File: src/rtl/aes_pkg.sv
`default_nettype none
// ============================================================================
// Package : aes_pkg
// Brief   : Shared constants, arbiter FSM encoding and GF(2^8) helpers for the
//           AES-128 key-schedule arbiter and its key expander.
// Rev     : 1.0  initial release
// ============================================================================
package aes_pkg;

  localparam int NUM_KEY_WORDS = 44;
  localparam int KEY_BITS      = 128;

  // Arbiter FSM encoding
  localparam logic [1:0] ST_IDLE  = 2'd0;
  localparam logic [1:0] ST_TRIG  = 2'd1;
  localparam logic [1:0] ST_WAIT  = 2'd2;
  localparam logic [1:0] ST_GRANT = 2'd3;

  // Multiply by x in GF(2^8) modulo x^8+x^4+x^3+x+1
  function automatic logic [7:0] xtime(input logic [7:0] a);
    return {a[6:0], 1'b0} ^ (a[7] ? 8'h1b : 8'h00);
  endfunction

  function automatic logic [7:0] gf_mul(input logic [7:0] a, input logic [7:0] b);
    logic [7:0] acc;
    logic [7:0] aa;
    acc = 8'h00;
    aa  = a;
    for (int i = 0; i < 8; i++) begin
      if (b[i]) acc = acc ^ aa;
      aa = xtime(aa);
    end
    return acc;
  endfunction

  // S-box computed as the affine transform of the field inverse (x^254),
  // so no 256-entry table has to be maintained by hand.
  function automatic logic [7:0] sbox(input logic [7:0] x);
    logic [7:0] inv;
    logic [7:0] sq;
    inv = 8'h01;
    sq  = x;
    for (int k = 1; k < 8; k++) begin
      sq  = gf_mul(sq, sq);
      inv = gf_mul(inv, sq);
    end
    return inv ^ {inv[6:0], inv[7]} ^ {inv[5:0], inv[7:6]} ^
           {inv[4:0], inv[7:5]} ^ {inv[3:0], inv[7:4]} ^ 8'h63;
  endfunction

  function automatic logic [31:0] sub_word(input logic [31:0] wd);
    return {sbox(wd[31:24]), sbox(wd[23:16]), sbox(wd[15:8]), sbox(wd[7:0])};
  endfunction

endpackage
`default_nettype wire

File: src/rtl/aes_key.sv
`default_nettype none
// ============================================================================
// Module : aes_key
// Brief  : Iterative AES-128 key expander. One round (four words) is produced
//          per clock after trigger; done pulses for one cycle when word 43 is
//          written. Word i of the schedule sits at w_o[32*i +: 32].
// Rev    : 1.0  initial release
// ============================================================================
module aes_key
  import aes_pkg::*;
(
  input  logic                          clk,
  input  logic                          reset,
  input  logic                          trigger_i,
  input  logic [KEY_BITS-1:0]           key_i,
  output logic                          done_o,
  output logic [NUM_KEY_WORDS*32-1:0]   w_o
);

  logic [NUM_KEY_WORDS*32-1:0] w_q;
  logic [KEY_BITS-1:0]         prev_q;   // last four words, schedule layout
  logic [3:0]                  round_q;
  logic [7:0]                  rcon_q;
  logic                        run_q;
  logic                        done_q;

  logic [KEY_BITS-1:0]         key_chunk;
  logic [31:0]                 temp_w;
  logic [KEY_BITS-1:0]         next_w;

  // Key word 0 is the most significant 32 bits of the key but lives at the
  // lowest schedule position.
  assign key_chunk = {key_i[31:0], key_i[63:32], key_i[95:64], key_i[127:96]};

  // Next round: RotWord/SubWord/Rcon on the last word, then the xor chain
  always_comb begin
    temp_w = sub_word({prev_q[119:96], prev_q[127:120]}) ^ {rcon_q, 24'h000000};
    next_w[31:0]   = prev_q[31:0]   ^ temp_w;
    next_w[63:32]  = prev_q[63:32]  ^ next_w[31:0];
    next_w[95:64]  = prev_q[95:64]  ^ next_w[63:32];
    next_w[127:96] = prev_q[127:96] ^ next_w[95:64];
  end

  // Round sequencing and done pulse; reset abandons any expansion in flight
  always_ff @(posedge clk or posedge reset) begin
    if (reset) begin
      prev_q  <= '0;
      round_q <= 4'd0;
      rcon_q  <= 8'h00;
      run_q   <= 1'b0;
      done_q  <= 1'b0;
    end else if (trigger_i) begin
      prev_q  <= key_chunk;
      round_q <= 4'd1;
      rcon_q  <= 8'h01;
      run_q   <= 1'b1;
      done_q  <= 1'b0;
    end else if (run_q) begin
      prev_q  <= next_w;
      rcon_q  <= xtime(rcon_q);
      round_q <= round_q + 4'd1;
      run_q   <= (round_q != 4'd10);
      done_q  <= (round_q == 4'd10);
    end else begin
      done_q  <= 1'b0;
    end
  end

  // Schedule storage; deliberately not reset, contents meaningful only after done
  always_ff @(posedge clk) begin
    if (trigger_i) begin
      w_q[KEY_BITS-1:0] <= key_chunk;
    end else if (run_q) begin
      w_q[int'(round_q) * KEY_BITS +: KEY_BITS] <= next_w;
    end
  end

  assign done_o = done_q;
  assign w_o    = w_q;

endmodule
`default_nettype wire

File: src/rtl/aes_key_arbiter.sv
`default_nettype none
// ============================================================================
// Module : aes_key_arbiter
// Brief  : Two-requester round-robin arbiter sharing one AES-128 key expander.
//          IDLE -> TRIG -> WAIT -> GRANT; grant is a level held while the
//          owner keeps its request high. A WAIT longer than TIMEOUT cycles
//          sets the sticky err flag.
//          Optional: AES_KEY_CACHE_EN keeps the last expanded key so a repeat
//          request for it is granted straight from IDLE.
// Rev    : 1.0  initial release
// ============================================================================
module aes_key_arbiter
  import aes_pkg::*;
#(
  parameter int TIMEOUT = 255
) (
  input  logic                        clk,
  input  logic                        reset,
  input  logic                        req0,
  input  logic [KEY_BITS-1:0]         key0,
  output logic                        gnt0,
  input  logic                        req1,
  input  logic [KEY_BITS-1:0]         key1,
  output logic                        gnt1,
  output logic [NUM_KEY_WORDS*32-1:0] w,
  output logic                        busy,
  output logic                        err
);

  localparam int              CNT_W    = $clog2(TIMEOUT + 1);
  localparam logic [CNT_W-1:0] CNT_LAST = CNT_W'(TIMEOUT - 1);

  logic [1:0]          state_q, state_d;
  logic                owner_q, owner_d;
  logic                last_q,  last_d;
  logic [KEY_BITS-1:0] key_q,   key_d;     // operand presented to the expander
  logic [CNT_W-1:0]    cnt_q,   cnt_d;
  logic                err_q,   err_d;

  logic                pick;
  logic [KEY_BITS-1:0] pick_key;
  logic                owner_req;
  logic                cache_hit;
  logic                exp_trig;
  logic                exp_done;

  // Round-robin choice: on a tie the requester not served last wins
  assign pick      = req1 & (~req0 | ~last_q);
  assign pick_key  = pick ? key1 : key0;
  assign owner_req = owner_q ? req1 : req0;
  assign exp_trig  = (state_q == ST_TRIG);

`ifdef AES_KEY_CACHE_EN
  logic valid_q, valid_d;

  assign cache_hit = valid_q && (pick_key == key_q);

  // Cache valid drops when a new key is loaded and rises on completion
  always_comb begin
    valid_d = valid_q;
    if (state_q == ST_IDLE && (req0 || req1) && !cache_hit) valid_d = 1'b0;
    else if (state_q == ST_WAIT && exp_done)                 valid_d = 1'b1;
  end

  // Cache valid register
  always_ff @(posedge clk or posedge reset) begin
    if (reset) valid_q <= 1'b0;
    else       valid_q <= valid_d;
  end
`else
  assign cache_hit = 1'b0;
`endif

  // Arbiter next-state logic
  always_comb begin
    state_d = state_q;
    owner_d = owner_q;
    last_d  = last_q;
    key_d   = key_q;
    cnt_d   = cnt_q;
    err_d   = err_q;
    case (state_q)
      ST_IDLE: begin
        if (req0 || req1) begin
          owner_d = pick;
          last_d  = pick;
          if (cache_hit) begin
            state_d = ST_GRANT;
          end else begin
            key_d   = pick_key;
            state_d = ST_TRIG;
          end
        end
      end
      ST_TRIG: begin
        cnt_d   = '0;
        state_d = ST_WAIT;
      end
      ST_WAIT: begin
        if (exp_done) begin
          state_d = ST_GRANT;
        end else if (cnt_q == CNT_LAST) begin
          err_d   = 1'b1;
          state_d = ST_IDLE;
        end else begin
          cnt_d = cnt_q + 1'b1;
        end
      end
      ST_GRANT: begin
        // An owner that left during TRIG/WAIT passes straight through
        if (!owner_req) state_d = ST_IDLE;
      end
      default: state_d = ST_IDLE;
    endcase
  end

  // Arbiter state registers
  always_ff @(posedge clk or posedge reset) begin
    if (reset) begin
      state_q <= ST_IDLE;
      owner_q <= 1'b0;
      last_q  <= 1'b1;
      key_q   <= '0;
      cnt_q   <= '0;
      err_q   <= 1'b0;
    end else begin
      state_q <= state_d;
      owner_q <= owner_d;
      last_q  <= last_d;
      key_q   <= key_d;
      cnt_q   <= cnt_d;
      err_q   <= err_d;
    end
  end

  aes_key u_key (
    .clk       (clk),
    .reset     (reset),
    .trigger_i (exp_trig),
    .key_i     (key_q),
    .done_o    (exp_done),
    .w_o       (w)
  );

  // Grants follow the owner's request combinationally so release is immediate
  assign gnt0 = (state_q == ST_GRANT) && !owner_q && req0;
  assign gnt1 = (state_q == ST_GRANT) &&  owner_q && req1;
  assign busy = (state_q != ST_IDLE);
  assign err  = err_q;

endmodule
`default_nettype wire

File: config.mk
export PLATFORM = sky130hd
export DESIGN_NAME = aes_key_arbiter
export DESIGN_NICKNAME = d
export VERILOG_FILES = /design/src/rtl/aes_pkg.sv /design/src/rtl/aes_key.sv /design/src/rtl/aes_key_arbiter.sv
export SDC_FILE = /design/constraint.sdc
export NUM_CORES = 2
export LEC_CHECK = 0
export BUFFER_PORTS_ARGS = -buffer_cell sky130_fd_sc_hd__buf_4
export CAP_MARGIN = 5
export CORE_AREA = 2 2 655 657
export DETAILED_ROUTE_END_ITERATION = 6
export DIE_AREA = 0 0 657 659
export PLACE_DENSITY = 0.49
export SYNTH_ARGS = -nofsm -noshare
export SYNTH_HDL_FRONTEND = slang
export SYNTH_SLANG_ARGS = --single-unit
export TNS_END_PERCENT = 30
File: constraint.sdc
create_clock -name clk -period 16.7 [get_ports clk]
set_input_delay 2.505 -clock clk [delete_from_list [all_inputs] [get_ports clk]]
set_output_delay 2.505 -clock clk [all_outputs]
set_load 0.01 [all_outputs]
* Word-level counts from Yosys, hierarchy flattened
Index checks and enable logic that the tools add are counted.
** Cells by class
- $add $sub $neg :: 3
- Eq/ne operators :: 11
- Shift operators :: 2
- Mux-type cells :: 836
- Bitwise operators :: 788
- Reductions and logical operators :: 15
** Operators by type and width (number)
- $xor A8 B8 Y8 :: 745
- $mux W8 :: 424
- $mux W5 :: 369
- $bwmux W1408 :: 1
- $shift A128 B33 Y1408 const A :: 1
- $shiftx A128 B33 Y1408 :: 1
- $mux W128 :: 5
- $xor A32 B32 Y32 :: 5
- $neg A11 Y33 :: 1
- $mux W7 :: 4
- $not A1 Y1 const A :: 28
- $mux W4 :: 6
- $mux W6 :: 4
- $mux W2 :: 8
- $not A4 Y4 :: 4
- $pmux W8 S2 :: 1
- $mux W3 :: 4
- $mux W1 :: 9
- $reduce_and A3 Y1 :: 3
- $add A8 B1 Y8 const B :: 1
- $eq A8 B8 Y1 const B :: 1
- $ne A2 B2 Y1 const B :: 4
- $pmux W2 S4 :: 1
- $reduce_bool A2 Y1 :: 3
- other kinds (14) :: 22
** Storage, ports and cells
- Register bits after elaboration :: 1691
- Input bits :: 260
- Output and inout bits :: 1412
- Logic and storage cells :: 1668

* Depth between registers and ports, before layout
- Depth after elaboration :: 141
- Gate-level depth with buffers :: 68
- Depth with buffers taken out :: 57

* By module
From an unflattened synthesis, not the netlist that was laid out.
** Unflattened totals
- Cells, all modules :: 12256
- Area, all modules :: 119828.7 um^2
** Modules (own cells, without submodules)
- aes_key :: instances 1, cells each 11611, area each 113037.2 um^2, sequential area each 45834.0 um^2
- aes_key_arbiter :: instances 1, cells each 645, area each 6791.5 um^2, sequential area each 3529.6 um^2

* Least setup slack after synthesis
Ideal clock, no wire load.
- Path kind :: flip-flop to flip-flop
- From :: register u_key.prev_q[112]
- To :: register u_key.w_q[383], in the netlist u_key.w_o[383] (data pin)
- Setup time :: 0.266 ns
- Arrival :: 15.423 ns
- Data required time :: 16.434 ns
- Slack :: 1.011 ns
- Cell stages (with the launch flop) :: 63
- Path buffers :: 10
- Period minus slack after synthesis :: 15.689 ns
- Cells stage by stage :: dfrtp_1 ha_1 buf_4 nand2_1 xor2_1 inv_1 clkbuf_1 clkbuf_1 ha_1 clkbuf_1 nand2_1 xor2_1 xnor2_1 clkinv_1 clkbuf_1 ha_1 xnor2_1 a221oi_1 (+27 left out) a41o_1 a2111oi_2 xor2_1 buf_4 nand2_1 xnor2_4 xnor2_1 inv_2 a221o_1 a221oi_2 xnor3_1 xnor2_2 xnor2_2 xnor3_2 xnor3_1 xnor2_1 buf_4 nor2_1
** Between the ends
- Word-level cells in the longest chain between the ends :: 136
- Elaborated cells on any way between the ends :: 390
- Those cells by class :: shift (1); mux (197); bitwise (192)
** RTL lines
- from (decl) :: RTL line aes_key.sv:21 : logic [KEY_BITS-1:0] prev_q;
- from (signal assigned) :: RTL line aes_key.sv:53 : prev_q <= key_chunk;
- from (signal assigned) :: RTL line aes_key.sv:59 : prev_q <= next_w;
- $mux W8 :: RTL line aes_pkg.sv:30 : if (b[i]) acc = acc ^ aa;
- $xor A8 B8 Y8 :: RTL line aes_pkg.sv:30
- $mux W8 :: RTL line aes_pkg.sv:30
- $xor A8 B8 Y8 :: RTL line aes_pkg.sv:30
- $mux W8 :: RTL line aes_pkg.sv:30
- $xor A8 B8 Y8 :: RTL line aes_pkg.sv:30
- $mux W8 :: RTL line aes_pkg.sv:30
- $xor A8 B8 Y8 :: RTL line aes_pkg.sv:30
- (+120 left out)
- $not A4 Y4 (no line)
- $xor A32 B32 Y32 :: RTL line aes_key.sv:37 : temp_w = sub_word({prev_q[119:96], prev_q[127:120]}) ^ {rcon_q, 24'h000000};
- $xor A32 B32 Y32 :: RTL line aes_key.sv:38 : next_w[31:0] = prev_q[31:0] ^ temp_w;
- $xor A32 B32 Y32 :: RTL line aes_key.sv:39 : next_w[63:32] = prev_q[63:32] ^ next_w[31:0];
- $xor A32 B32 Y32 :: RTL line aes_key.sv:40 : next_w[95:64] = prev_q[95:64] ^ next_w[63:32];
- $xor A32 B32 Y32 :: RTL line aes_key.sv:41 : next_w[127:96] = prev_q[127:96] ^ next_w[95:64];
- $shiftx A128 B33 Y1408 * :: RTL line aes_key.sv:74 : w_q[int'(round_q) * KEY_BITS +: KEY_BITS] <= next_w;
- $bwmux W1408 * :: RTL line aes_key.sv:74
- to (signal, indexed assignment) :: RTL line aes_key.sv:72 : w_q[KEY_BITS-1:0] <= key_chunk;
- to (signal, indexed assignment) :: RTL line aes_key.sv:74
- to (decl) :: RTL line aes_key.sv:20 : logic [NUM_KEY_WORDS*32-1:0] w_q;
Every way passes the cells marked *; elsewhere a longest branch is shown, timed or not.
A chain may end at the register's enable or synchronous reset.

* Final worst setup path
- From :: register u_key.prev_q[96]
- To :: register u_key.w_q[111], in the netlist u_key.w_o[111] (data pin)
** Between the ends
- Word-level cells in the longest chain between the ends :: 138
- Elaborated cells on any way between the ends :: 392
- Those cells by class :: shift (1); mux (199); bitwise (192)
** RTL lines
- $mux W8 :: RTL line aes_pkg.sv:30
- $xor A8 B8 Y8 :: RTL line aes_pkg.sv:30
- $mux W8 :: RTL line aes_pkg.sv:30
- $xor A8 B8 Y8 :: RTL line aes_pkg.sv:30
- $mux W8 :: RTL line aes_pkg.sv:30
- $xor A8 B8 Y8 :: RTL line aes_pkg.sv:30
- $mux W8 :: RTL line aes_pkg.sv:30
- $xor A8 B8 Y8 :: RTL line aes_pkg.sv:30
- (+122 left out)
- $xor A32 B32 Y32 :: RTL line aes_key.sv:38
- $xor A32 B32 Y32 :: RTL line aes_key.sv:39
- $xor A32 B32 Y32 :: RTL line aes_key.sv:40
- $xor A32 B32 Y32 :: RTL line aes_key.sv:41
- $shiftx A128 B33 Y1408 * :: RTL line aes_key.sv:74
- $bwmux W1408 * :: RTL line aes_key.sv:74
- $mux W128 * :: RTL line aes_key.sv:73 : end else if (run_q) begin
- $mux W128 * :: RTL line aes_key.sv:71 : if (trigger_i) begin
Every way passes the cells marked *; elsewhere a longest branch is shown, timed or not. The select of a mux whose other input is x is not followed.

==> qor.txt <==
status: complete, but fails checks
violated checks: DRC
number of core rows: 240
cell area after synthesis: 119,000 um2
number of port buffers: 1,671
Die Ht: 659 um
crit start category: flop
die width: 657 um
Synth Area in Simple Gates: 0.149
Post-synth EDFFs: 1,408
XOR/XNOR share of the synthesized area: 0.271
CP max FO: 15
Final ANT Viol Nets: 0
final setup fails: 0
TritonRoute pass-1 iters: 7
crit path kind: flop to flop
Worst Hold Endpoint: key_q[0]
Yosys top cell area share: 0.354
root buffer cell: clkbuf_16
DR iter-0 viols: 11,848
# IOs: 1,672
GRT Overall Usage: 0.269
critical path endpoint category: flop
Synth Area in Adders: 0.00358
worst hold path type: flop to flop
ys async rst share: 0.167
full die area: 433,000 um2
DR vias/cell: 5.09
Longest Clk Path Bufs: 4
GR Overflow Total: 0
Reg2Reg Setup Slack: 0.68 ns
Via Count: 101,027
total routed wirelength: 609,000 um
first-pass GRT wire length: 814,000 um
Final Hold Fails: 0
worst flop-to-flop path endpoint: u_key.w_o[111]
Area growth, synth to finish: 27.3%
Cells after Synth: 12,103
data arrival time of the critical path: 16.59 ns
# hold bufs at CTS: 0
Nets: 14,235
worst skew pair latency: 0.95 ns
critical path's top delay family: XOR/XNOR gates
RePlAce Congestion: 0.931
RR Startpoint: u_key.prev_q[96]
Worst path most repeated cell: xnor3_1
Worst slew margin: 0.0689
Core Region: 426,000 um2
number of synthesized register bits: 1,691
worst-margin pin slew: 1.39 ns
Syn Area/Cell: 9.87 um2
top post-synthesis cells by area: edfxtp_1 (35%), xnor2_1 (12%), nor2_1 (7.7%), xnor3_1 (7.1%), dfrtp_1 (5.9%)
register area share after synthesis: 0.413
Slew Limit Fails: 0
CP max stage cell: xnor3_1
hold_sp: key_q[0]
Tcrit/Tclk final: 0.959
htree depth: 4
R2R cell count: 55
largest area contributor in the netlist: edfxtp_1
Main synth FF type: edfxtp_1
fraction of layout cells with a size suffix above 1: 0.240
WHS Path Cells: 2
max incr delay on CP: 0.53 ns
clock sinks: 1,691
Max Cap Viol: 0
compound-gate portion of the synthesized area: 0.0949
drt wl/cell: 30.7 um
Distinct cells, synth: 116
Worst-path clk slew: 0.06 ns
mux cell area share after synthesis: 0.0342
initial core utilization: 0.281
Tmin final: 16.02 ns
f_max: 0.0624 GHz
number of buffers created by CTS: 194
Final HPWL DP: 455,000 um
vias in the first global route: 93,207
main combinational cell family by area after synthesis: XOR/XNOR gates
final setup TNS: 0 ns
Mapped Nets: 12,394
antenna violations before repair: 68
DRC Markers: 3
Critical Path RT: 17.27 ns
Yosys Warn Count: 0
Worst Path Buf+Inv: 7
largest net degree at the start of global routing: 143
CTS tree: done
Worst Skew: 0.107 ns
## timing repair
item / in CTS / in global routing
resized for setup: 12 / 138
setup buffers: 0 / 31
hold endpoints to repair: 0 / 0
setup endpoints to repair: 87 / 1390
gates cloned: 0 / 0
pin swaps: 2 / 22
## cells in the mapped netlist, types with 16 or more instances
master	number
a31oi_1	75
ha_1	31
o21a_1	18
inv_1	98
a211o_1	20
or3_1	46
buf_4	36
nand3_1	161
dfrtp_1	282
xor2_1	519
a21o_1	20
nand4_1	16
o22ai_1	112
xnor2_1	1694
o21ai_0	661
xnor3_1	375
clkbuf_1	637
a21boi_0	17
nor2b_1	66
nor4_1	19
a211oi_1	59
nand2_1	1091
o221ai_1	29
xnor3_2	21
buf_1	54
a32oi_1	25
a221oi_1	26
and2_1	69
o32ai_1	17
nor2_1	2437
nor3_1	191
or2_2	19
o211ai_1	60
buf_2	164
and3_1	37
edfxtp_1	1408
xor3_1	64
xor2_2	24
xnor2_2	82
mux2i_1	338
a21oi_1	425
mux2_2	43
o21ai_1	55
a22oi_1	56
nand2b_1	95
## per-stage QoR
step | instances | setup slack (ns) | cell area, um2 | utilization | hold slack (ns)
6_report | 19853 | 0.682 | 152000 | 0.357 | 0.480
5_1_grt | 19800 | -0.0724 | 152000 | 0.357 | 0.501
4_1_cts | 19760 | -0.0233 | 151000 | 0.354 | 0.483
3_5_place_dp | 19404 | -0.300 | 144000 | 0.339 | 0.470
3_3_place_gp | 19404 | -0.238 | 144000 | 0.339 | 0.462
2_1_floorplan | 12103 | 1.01 | 119000 | - | 0.450
## logic make-up after synthesis
logic type,count (synthesis)
xor gates and xnor gates,2807
AOI/OAI and AO/OA,1856
and+or+nand+nor,4313
adders and majority gates,35
buffers and inverters,1009
DFF,1691
muxes,392
## placed cells by master, fill, tap and decap left out, types with 335 or more instances in the layout
| master | n |
|---|---|
| a21oi_1 | 424 |
| buf_4 | 2465 |
| edfxtp_1 | 1408 |
| mux2i_1 | 335 |
| nand2_1 | 1085 |
| nor2_1 | 2426 |
| o21ai_0 | 659 |
| xnor2_1 | 1551 |
| xnor3_1 | 349 |
| xor2_1 | 444 |
## sequential cells by signal, indices dropped and copies added, names as in the netlist
register / count
key_q: 128
u_key.run_q: 1
state_q: 2
u_key.rcon_q: 8
err: 1
owner_q: 1
u_key.prev_q: 128
u_key.round_q: 4
u_key.w_o: 1408
cnt_q: 8
u_key.done_o: 1
last_q: 1
## layer usage
| metal | vias to the layer above | part of all wire | global-route usage |
|---|---|---|---|
| met1 | 50398 | 0.41 | 0.352 |
| met3 | 775 | 0.081 | 0.0521 |
| met5 | - | 0.00057 | 0 |
| met4 | 4 | 0.067 | 0.151 |
| li1 | 45134 | - | - |
| met2 | 4716 | 0.45 | 0.418 |
## how the worst max path moves through the flow
stage | to | startpoint | depth (start not counted) | slack (ns)
floorplan | u_key.w_o[383] | u_key.prev_q[112] | 62 | 1.01
global placement | u_key.w_o[96] | u_key.prev_q[127] | 52 | -0.24
detailed placement | u_key.w_o[96] | u_key.prev_q[127] | 54 | -0.30
CTS | u_key.w_o[41] | u_key.prev_q[96] | 52 | -0.02
global route | u_key.w_o[123] | u_key.prev_q[112] | 65 | -0.07
finish | u_key.w_o[111] | u_key.prev_q[96] | 55 | 0.68
## worst min-delay path: stages (launching register included)
cell and delay (ns):
dfrtp_1 0.34, nand2_1 0.05, o21ai_0 0.06
## area by class of cell
type                            instances  area [um2]
Inverter                              116         452
Tap cell                             5687        7120
Multi-Input combinational cell       9403       68700
Sequential cell                      1691       49400
Timing Repair Buffer                 2538       19900
Antenna cell                           62         155
Fill cell                           43081      274000
Clock inverter                        106        1220
Clock buffer                          250        5170
Power is left out: the tool's default activity adds up to more than one toggle a clock period on the data nets, which glitch-free logic cannot reach.
